**src/rtl/mux_reg_nto1_if.sv**
```systemverilog
// Bundle of the channel-mux handshake: packed input channels, select/valid/ready upstream,
// registered result with valid/ready downstream, plus the sticky select-error flag.
interface mux_reg_nto1_if #(
    parameter int WIDTH = 32,
    parameter int N     = 4,
    parameter int SEL_W = 2
);
    logic [N*WIDTH-1:0] in_data;
    logic [SEL_W-1:0]   select;
    logic               in_valid;
    logic               in_ready;
    logic               rr_mode;
    logic [WIDTH-1:0]   out_data;
    logic [SEL_W-1:0]   out_sel;
    logic               out_valid;
    logic               out_ready;
    logic               sel_err;
    logic               err_clr;

    modport master (
        output in_data, select, in_valid, rr_mode, out_ready, err_clr,
        input  in_ready, out_data, out_sel, out_valid, sel_err
    );

    modport slave (
        input  in_data, select, in_valid, rr_mode, out_ready, err_clr,
        output in_ready, out_data, out_sel, out_valid, sel_err
    );
endinterface

```
**src/rtl/mux_reg_nto1.sv**
```systemverilog
// N-to-1 registered channel mux with a single-entry valid/ready output buffer.
// Optional round-robin auto-select is compiled in with `define MUX_REG_RR_EN.
module mux_reg_nto1 #(
    parameter int WIDTH = 32,
    parameter int N     = 4,
    parameter int SEL_W = 2
) (
    input  logic          clk,
    input  logic          reset,
    mux_reg_nto1_if.slave bus
);

    localparam logic [0:0] ST_EMPTY = 1'b0;
    localparam logic [0:0] ST_FULL  = 1'b1;

    if ((2 ** SEL_W) < N) begin : g_bad_sel_w
        $error("mux_reg_nto1: SEL_W too narrow for N");
    end
    if ((N < 2) || (N > 16)) begin : g_bad_n
        $error("mux_reg_nto1: N must be in 2..16");
    end

    logic [0:0]       state_r;
    logic [WIDTH-1:0] out_data_r;
    logic [SEL_W-1:0] out_sel_r;
    logic             sel_err_r;

    logic [SEL_W-1:0] sel_eff_s;
    logic [31:0]      sel_ext_s;
    logic             sel_oor_s;
    logic             in_ready_s;
    logic             accept_s;
    logic [WIDTH-1:0] chan_data_s;

`ifdef MUX_REG_RR_EN
    logic [SEL_W-1:0] rr_ptr_r;

    // Effective select: pointer in round-robin mode, otherwise the upstream select
    always_comb begin
        sel_eff_s = bus.select;
        if (bus.rr_mode) begin
            sel_eff_s = rr_ptr_r;
        end else begin
            sel_eff_s = bus.select;
        end
    end

    // Round-robin pointer advances only on accepts made in round-robin mode
    always_ff @(posedge clk) begin
        if (reset) begin
            rr_ptr_r <= {SEL_W{1'b0}};
        end else if (accept_s && bus.rr_mode) begin
            if (rr_ptr_r == SEL_W'(N - 1)) begin
                rr_ptr_r <= {SEL_W{1'b0}};
            end else begin
                rr_ptr_r <= rr_ptr_r + SEL_W'(1);
            end
        end else begin
            rr_ptr_r <= rr_ptr_r;
        end
    end
`else
    logic unused_rr_mode_s;
    assign unused_rr_mode_s = bus.rr_mode;

    // Without the round-robin feature the upstream select is always used
    always_comb begin
        sel_eff_s = bus.select;
    end
`endif

    assign sel_ext_s  = 32'(sel_eff_s);
    assign sel_oor_s  = (sel_ext_s >= 32'(N));
    assign in_ready_s = (state_r == ST_EMPTY) || bus.out_ready;
    assign accept_s   = bus.in_valid && in_ready_s;

    // One-hot OR mux; an out-of-range select matches no channel and yields zero
    always_comb begin
        chan_data_s = {WIDTH{1'b0}};
        for (int k = 0; k < N; k++) begin
            chan_data_s = chan_data_s
                        | (bus.in_data[k*WIDTH +: WIDTH] & {WIDTH{sel_eff_s == SEL_W'(k)}});
        end
    end

    // Output buffer: load on accept, drain on out_ready, otherwise hold
    always_ff @(posedge clk) begin
        if (reset) begin
            state_r    <= ST_EMPTY;
            out_data_r <= {WIDTH{1'b0}};
            out_sel_r  <= {SEL_W{1'b0}};
        end else if (accept_s) begin
            state_r    <= ST_FULL;
            out_data_r <= sel_oor_s ? {WIDTH{1'b0}} : chan_data_s;
            out_sel_r  <= sel_eff_s;
        end else if (bus.out_ready) begin
            state_r    <= ST_EMPTY;
            out_data_r <= out_data_r;
            out_sel_r  <= out_sel_r;
        end else begin
            state_r    <= state_r;
            out_data_r <= out_data_r;
            out_sel_r  <= out_sel_r;
        end
    end

    // Sticky select error; a new error wins over a simultaneous clear
    always_ff @(posedge clk) begin
        if (reset) begin
            sel_err_r <= 1'b0;
        end else if (accept_s && sel_oor_s) begin
            sel_err_r <= 1'b1;
        end else if (bus.err_clr) begin
            sel_err_r <= 1'b0;
        end else begin
            sel_err_r <= sel_err_r;
        end
    end

    assign bus.in_ready  = in_ready_s;
    assign bus.out_data  = out_data_r;
    assign bus.out_sel   = out_sel_r;
    assign bus.out_valid = (state_r == ST_FULL);
    assign bus.sel_err   = sel_err_r;

endmodule

```
**src/flat_wrapper.sv**
```systemverilog
// flat-port wrapper written by rule: the top's interface ports become plain ports
module mux_reg_nto1_flat 
#(
    parameter int WIDTH = 32,
    parameter int N     = 4,
    parameter int SEL_W = 2
)
  (clk, reset, bus_in_data, bus_select, bus_in_valid, bus_rr_mode, bus_out_ready, bus_err_clr, bus_in_ready, bus_out_data, bus_out_sel, bus_out_valid, bus_sel_err);
  mux_reg_nto1_if #(.WIDTH(WIDTH), .N(N), .SEL_W(SEL_W)) bus_i ();
  input  logic clk;
  input  logic reset;
  input wire logic [$bits(bus_i.in_data)-1:0] bus_in_data;
  input wire logic [$bits(bus_i.select)-1:0] bus_select;
  input wire logic [$bits(bus_i.in_valid)-1:0] bus_in_valid;
  input wire logic [$bits(bus_i.rr_mode)-1:0] bus_rr_mode;
  input wire logic [$bits(bus_i.out_ready)-1:0] bus_out_ready;
  input wire logic [$bits(bus_i.err_clr)-1:0] bus_err_clr;
  output wire logic [$bits(bus_i.in_ready)-1:0] bus_in_ready;
  output wire logic [$bits(bus_i.out_data)-1:0] bus_out_data;
  output wire logic [$bits(bus_i.out_sel)-1:0] bus_out_sel;
  output wire logic [$bits(bus_i.out_valid)-1:0] bus_out_valid;
  output wire logic [$bits(bus_i.sel_err)-1:0] bus_sel_err;
  assign bus_i.in_data = bus_in_data;
  assign bus_i.select = bus_select;
  assign bus_i.in_valid = bus_in_valid;
  assign bus_i.rr_mode = bus_rr_mode;
  assign bus_i.out_ready = bus_out_ready;
  assign bus_i.err_clr = bus_err_clr;
  assign bus_in_ready = bus_i.in_ready;
  assign bus_out_data = bus_i.out_data;
  assign bus_out_sel = bus_i.out_sel;
  assign bus_out_valid = bus_i.out_valid;
  assign bus_sel_err = bus_i.sel_err;
  mux_reg_nto1 #(.WIDTH(WIDTH), .N(N), .SEL_W(SEL_W)) u_core (.clk(clk), .reset(reset), .bus(bus_i));
endmodule
```
**config.mk**
```make
export PLATFORM = sky130hd
export DESIGN_NAME = mux_reg_nto1_flat
export DESIGN_NICKNAME = d
export VERILOG_FILES = /design/src/rtl/mux_reg_nto1_if.sv /design/src/rtl/mux_reg_nto1.sv /design/src/flat_wrapper.sv
export SDC_FILE = /design/constraint.sdc
export NUM_CORES = 1
export LEC_CHECK = 0
export BUFFER_PORTS_ARGS = -buffer_cell sky130_fd_sc_hd__buf_2
export CORE_UTILIZATION = 40
export DETAILED_ROUTE_END_ITERATION = 8
export GPL_TIMING_DRIVEN = 0
export PLACE_DENSITY = 0.86
export SYNTH_ARGS = -nofsm -noshare
export SYNTH_HDL_FRONTEND = slang
export SYNTH_SLANG_ARGS = --single-unit
```
**constraint.sdc**
```tcl
create_clock -name clk -period 1.81 [get_ports clk]
set_input_delay 0.2715 -clock clk [delete_from_list [all_inputs] [get_ports clk]]
set_output_delay 0.2715 -clock clk [all_outputs]
set_load 0.01 [all_outputs]
```
### Yosys cells after proc, flatten, opt, wreduce, memory -nomap -nowiden

Index checks and enable logic that the tools add are counted.

| storage, ports and cells | value |
|---|---|
| memory bits (read-only) | 0 |
| RAM bits | 0 |
| bits in latches | 0 |
| memories kept | 0 |
| bits in registers | 36 |
| bits of input ports | 136 |
| output and inout bits | 37 |

| cells by class | value |
|---|---|
| reductions and logical operators | 6 |
| divide/modulo/power cells | 0 |
| order comparisons | 1 |
| shift-type cells | 0 |
| bitwise logic cells | 8 |
| eq/ne operators | 3 |
| add/subtract/negate cells | 0 |
| mux-type cells | 5 |
| multipliers | 0 |

Operators by type and width:

| kind | count |
|---|---|
| $and A32 B32 Y32 | 4 |
| $or A32 B32 Y32 | 3 |
| $mux W32 | 1 |
| $eq A2 B2 Y1 const B | 2 |
| $mux W1 | 4 |
| $reduce_bool A2 Y1 | 2 |
| $ge A2 B3 Y1 const B | 1 |
| $eq A2 B1 Y1 const B | 1 |
| $logic_and A1 B1 Y1 | 2 |
| $logic_not A2 Y1 | 1 |
| $logic_or A1 B1 Y1 | 1 |
| $not A1 Y1 | 1 |

### Depth between registers and ports, before layout

| depth | value |
|---|---|
| word-level depth | 6 |
| gate-level depth with buffers | 5 |
| depth with buffers taken out | 4 |

### Least setup slack after synthesis

No wires, ideal clock.

| timing | value |
|---|---|
| path kind | in2reg |
| from | input port bus_select[0] |
| to | register u_core.out_data_r[10], in the netlist u_core.bus.out_data[10] |
| arrival | 1.209 ns |
| buffers on the path | 2 |
| required time | 1.693 ns |
| library setup time | 0.117 ns |
| path slack | 0.484 ns |
| stages | 4 |
| cells stage by stage | buf_6 buf_6 mux4_2 a22o_1 |

| on the way | value |
|---|---|
| cells in the longest elaborated chain, start to end | 6 |
| elaborated cells between the ends (all ways) | 13 |
| those cells by class | order compare: 1; eq/ne: 3; mux: 1; bitwise: 7; reduce/logical: 1 |

RTL lines:

| item | RTL line | source |
|---|---|---|
| start: declaration | flat_wrapper.sv:13 | `input wire logic [$bits(bus_i.select)-1:0] bus_select;` |
| $eq A2 B1 Y1 or $logic_not A2 Y1 (tied branches) | mux_reg_nto1.sv:82 | `\| (bus.in_data[k*WIDTH +: WIDTH] & {WIDTH{sel_eff_s == SEL_W'(k)}});` |
| $and A32 B32 Y32 | mux_reg_nto1.sv:82 |  |
| $or A32 B32 Y32 (3 in series) | mux_reg_nto1.sv:82 |  |
| $mux W32 * | mux_reg_nto1.sv:94 | `out_data_r <= sel_oor_s ? {WIDTH{1'b0}} : chan_data_s;` |
| end signal: assignment | mux_reg_nto1.sv:90 | `out_data_r <= {WIDTH{1'b0}};` |
| end signal: assignment | mux_reg_nto1.sv:94 |  |
| end signal: assignment | mux_reg_nto1.sv:98 | `out_data_r <= out_data_r;` |
| end: declaration | mux_reg_nto1.sv:24 | `logic [WIDTH-1:0] out_data_r;` |

Mark *: on every way between the ends. The rest lies on a longest branch, timed or not.
A chain may end at the register's enable or synchronous reset.

### Final worst setup path

| timing | value |
|---|---|
| from | register u_core.state_r, in the netlist u_core.bus.out_valid |
| to | output port bus_in_ready |

| on the way | value |
|---|---|
| cells in the longest elaborated chain, start to end | 2 |

RTL lines:

| item | RTL line | source |
|---|---|---|
| start: declaration | mux_reg_nto1.sv:23 | `logic [0:0] state_r;` |
| start signal: assignment | mux_reg_nto1.sv:101 | `state_r <= state_r;` |
| $not A1 Y1 | mux_reg_nto1.sv:74 | `assign in_ready_s = (state_r == ST_EMPTY) \|\| bus.out_ready;` |
| $logic_or A1 B1 Y1 | mux_reg_nto1.sv:74 |  |
| end: declaration | flat_wrapper.sv:18 | `output wire logic [$bits(bus_i.in_ready)-1:0] bus_in_ready;` |

Every way passes these cells.

==> flow_summary_export.csv <==
group,metric,value,unit
layout,nNetsFinal,437,
sta,finalCritPeriodShare,75.7,%
routing,via_per_inst,5.42,
outcome,run_status,"finished, violations left",
power,peakVddDrop,0.329,mV
floorplanning,initial_standard_cell_utilization_of_the_core,42.6,%
setup_path,worst-endpoint-required,1.54,ns
place,port-buffer-count,167,
synthesis,synth.avg_cell_area,14.9,um2
power,total_power_of_the_final_layout,1.91,mW
synthesis,synthXorXnorAreaFrac,0,%
floorplanning,fp-row-count,24,
synthesis,synth_compound_gate_area_share,16.6,%
layout,filler_cell_count,369,
power,clock_share_of_power,28.1,%
power,power.share.sequential,45.0,%
global_routing,grt.overflow.total,0,
global_routing,largest_net_degree_at_the_start_of_global_routing,12,
clocking,cts_hold_bufs,0,
floorplanning,boundaryPins,173,
synthesis,synthesis.nets,263,
routing,antenna_left,0,
setup_path,arrival_time_worst_endpoint,1.10,ns
job,max_cap_violations,0,
sta,report.final.slew_viol_count,0,
min_path,worst_min_path_class,"input port to register",
floorplanning,die_w,70.8,um
global_routing,gr-usage-all-layers,24.0,%
synthesis,synth_adder_area_share,0,%
setup_path,criticalPathCategory,"register to output pin",
synthesis,yosysWarningCount,0,
floorplanning,placeableCoreArea,4440,um2
clocking,maximum_clock_insertion_buffer_count,2,
global_routing,grt_first_pass_wirelength,9.26,mm
routing,via_count,1918,
place,routabilityCongestion,0.792,
setup_path,crit_path_cell_trace,"and2b_1 > inv_1 > buf_2",
clocking,insertion_delay,0.28,ns
sta,setup-violations-final,0,
min_path,worst_hold_startpoint,"reset",
setup_path,peak_per_stage_delay_on_the_critical_path,0.31,ns
sta,achievable-frequency,730,MHz
setup_path,timing.critical_path.from_type,"register",
synthesis,post_synth_inst_count,127,
place,post-place-cells,346,
synthesis,ys_ff_latch,35,
power,leakage,1.47,nW
synthesis,ys_seq_area_share,37.0,%
sta,fin_crit,1.37,ns
floorplanning,die_h,70.8,um
sta,rsz_0062_raised_after_global_routing,"no",
clocking,clock_sink_count,35,
power,netSwitchingFraction,26.6,%
place,dpl.hpwl,4.91,mm
setup_path,regToRegSetupSlack,0.47,ns
routing,finalWirelength,5.91,mm
sta,worst_hold_slack,0.233,ns
setup_path,setup.worst_path.end_class,"output pin",
sta,timing_hold_violations_final,0,
setup_path,r2r_path_end,"u_core.bus.out_data[12]$_SDFFE_PP0P_",
clocking,cts_repair_resize_count,0,
clocking,post-cts-setup-buffer-count,0,
routing,detailed_router_iteration_count_before_antenna_repair,8,
clocking,worst_setup_hold_path_clk_slew,0.07,ns
global_routing,grt_antenna_before_repair,0,
power,p_per_area,664,nW/um2
setup_path,cp_slowest_cell,"dfxtp_1",
clocking,cts_tree,"built",
layout,finalCoreUtilization,64.8,%
layout,final_cell_count_no_fill,354,
setup_path,worstPathMaxFanout,5,
synthesis,synth_mux_area_share,38.6,%
outcome,violations,"design-rule violations",
min_path,hold_end,"u_core.bus.out_sel[1]$_SDFFE_PP0P_",
synthesis,main_combinational_cell_family_by_area_after_synthesis,"multiplexers",
sta,final.setup.tns,0,ns
clocking,cts_htree_levels,2,
setup_path,worst_r2r_path_depth,5,
setup_path,crit-reg2reg-launch,"u_core.bus.out_valid$_SDFFE_PP0P_",
layout,syn2layout_area_growth,52.0,%
synthesis,synth-simple-area-share,1.45,%
min_path,count_of_cells_along_the_worst_hold_path,2,
synthesis,syn-cell-area,1890,um2
power,power_frac_comb,26.9,%
clocking,cts_root_buffer,"clkbuf_8",
power,internal_power,1.40,mW
clocking,numCtsBuffers,5,
layout,antenna_diode_instance_count,0,
layout,proportion_of_layout_cells_with_a_drive_suffix_above_1,72.8,%
routing,drt_iter0_markers,72,
routing,wl_per_cell,16.7,um
floorplanning,die_area,5010,um2
synthesis,ys_types,16,
sta,skew,0.00579,ns
global_routing,first_global_vias,2016,
routing,drcViolationCount,16,
power,net_switching_component_of_the_power,0.508,mW
==> routing by layer <==
layer	track usage, %	vias to the layer above	wire, um
met2	45.7	108	3250
met3	4.56	11	432
met5	0	-	0
met4	8.89	0	106
met1	26.2	917	2120
li1	-	882	-
==> worst max-delay path by stage <==
stage                                 startpoint                              endpoint  depth (start not counted)
5_1_grt        u_core.bus.out_valid$_SDFFE_PP0P_  u_core.bus.out_data[14]$_SDFFE_PP0P_                          5
4_1_cts        u_core.bus.out_valid$_SDFFE_PP0P_                          bus_in_ready                          3
3_3_place_gp                       bus_select[1]  u_core.bus.out_data[31]$_SDFFE_PP0P_                          4
3_5_place_dp                       bus_select[1]  u_core.bus.out_data[12]$_SDFFE_PP0P_                          4
6_report       u_core.bus.out_valid$_SDFFE_PP0P_                          bus_in_ready                          3
2_1_floorplan                      bus_select[0]  u_core.bus.out_data[10]$_SDFFE_PP0P_                          4
==> area by class of cell <==
class | instances | area [um2] | area share, %
Buffer | 15 | 109 | 3.78
Clock buffer | 5 | 68.8 | 2.39
Clock inverter | 3 | 15.0 | 0.522
Inverter | 2 | 7.51 | 0.261
Multi-Input combinational cell | 75 | 1080 | 37.4
Sequential cell | 35 | 701 | 24.3
Tap cell | 52 | 65.1 | 2.26
Timing Repair Buffer | 167 | 836 | 29.0
==> critical path, delay by kind of cell, from the launching register on <==
kind                   cells  cell delay, ns
AND/OR/NAND/NOR            1            0.20
flip-flops                 1            0.31
buffers and inverters      2            0.31
==> cells by family (layout without fill, tap and decap cells) <==
| family | Yosys count | count (layout) |
|---|---|---|
| flip-flops | 35 | 35 |
| buffers and inverters | 17 | 192 |
| AND/OR/NAND/NOR | 4 | 4 |
| AO/OA/AOI/OAI | 38 | 38 |
| multiplexers | 32 | 32 |
| other | 1 | 1 |
==> cell usage after synthesis <==
library cell  count  area [um2]
buf_6             4        45.0
buf_4             4        30.0
mux4_2           29         653
inv_1             2        7.51
mux4_1            3        78.8
a21oi_2           1        8.76
a22o_1           32         280
buf_2             6        30.0
nor3_2            1        10.0
conb_1            1        3.75
dfxtp_1          35         701
a21oi_1           3        15.0
nand3_1           2        10.0
o21ai_0           2        10.0
and2b_1           1        7.51
clkbuf_1          1        3.75
==> sequential cells by signal, indices dropped and copies added (netlist names) <==
name                  cells
u_core.bus.out_data      32
u_core.bus.out_sel        2
u_core.bus.out_valid      1
==> power by group through the flow <==
stage	registers (mW)	logic (mW)	clock network, mW
after detailed placement	0.876	0.519	0
after floorplan	0.903	0.247	0
final	0.861	0.514	0.536
after global routing	0.866	0.553	0.585
after global placement	0.874	0.500	0
after CTS	0.860	0.520	0.552
==> per-stage QoR <==
step | instance area (um2) | worst slack, ns
6_report | 2880 | 0.439
5_1_grt | 2880 | 0.337
4_1_cts | 2880 | 0.441
3_5_place_dp | 2800 | 0.268
3_3_place_gp | 2800 | 0.294
2_1_floorplan | 1890 | 0.484
==> cell usage in the layout (no fill, tap or decap) <==
cell and instances:
a22o_1 32, nor3_2 1, buf_2 173, and2b_1 1, clkinv_2 3, mux4_2 29
inv_1 2, dfxtp_1 35, o21ai_0 2, clkbuf_1 1, conb_1 1, buf_4 4
nand3_1 2, a21oi_1 3, buf_6 4, clkbuf_8 5, a21oi_2 1, mux4_1 3
Note: power is estimated with default switching activity, not from simulation.
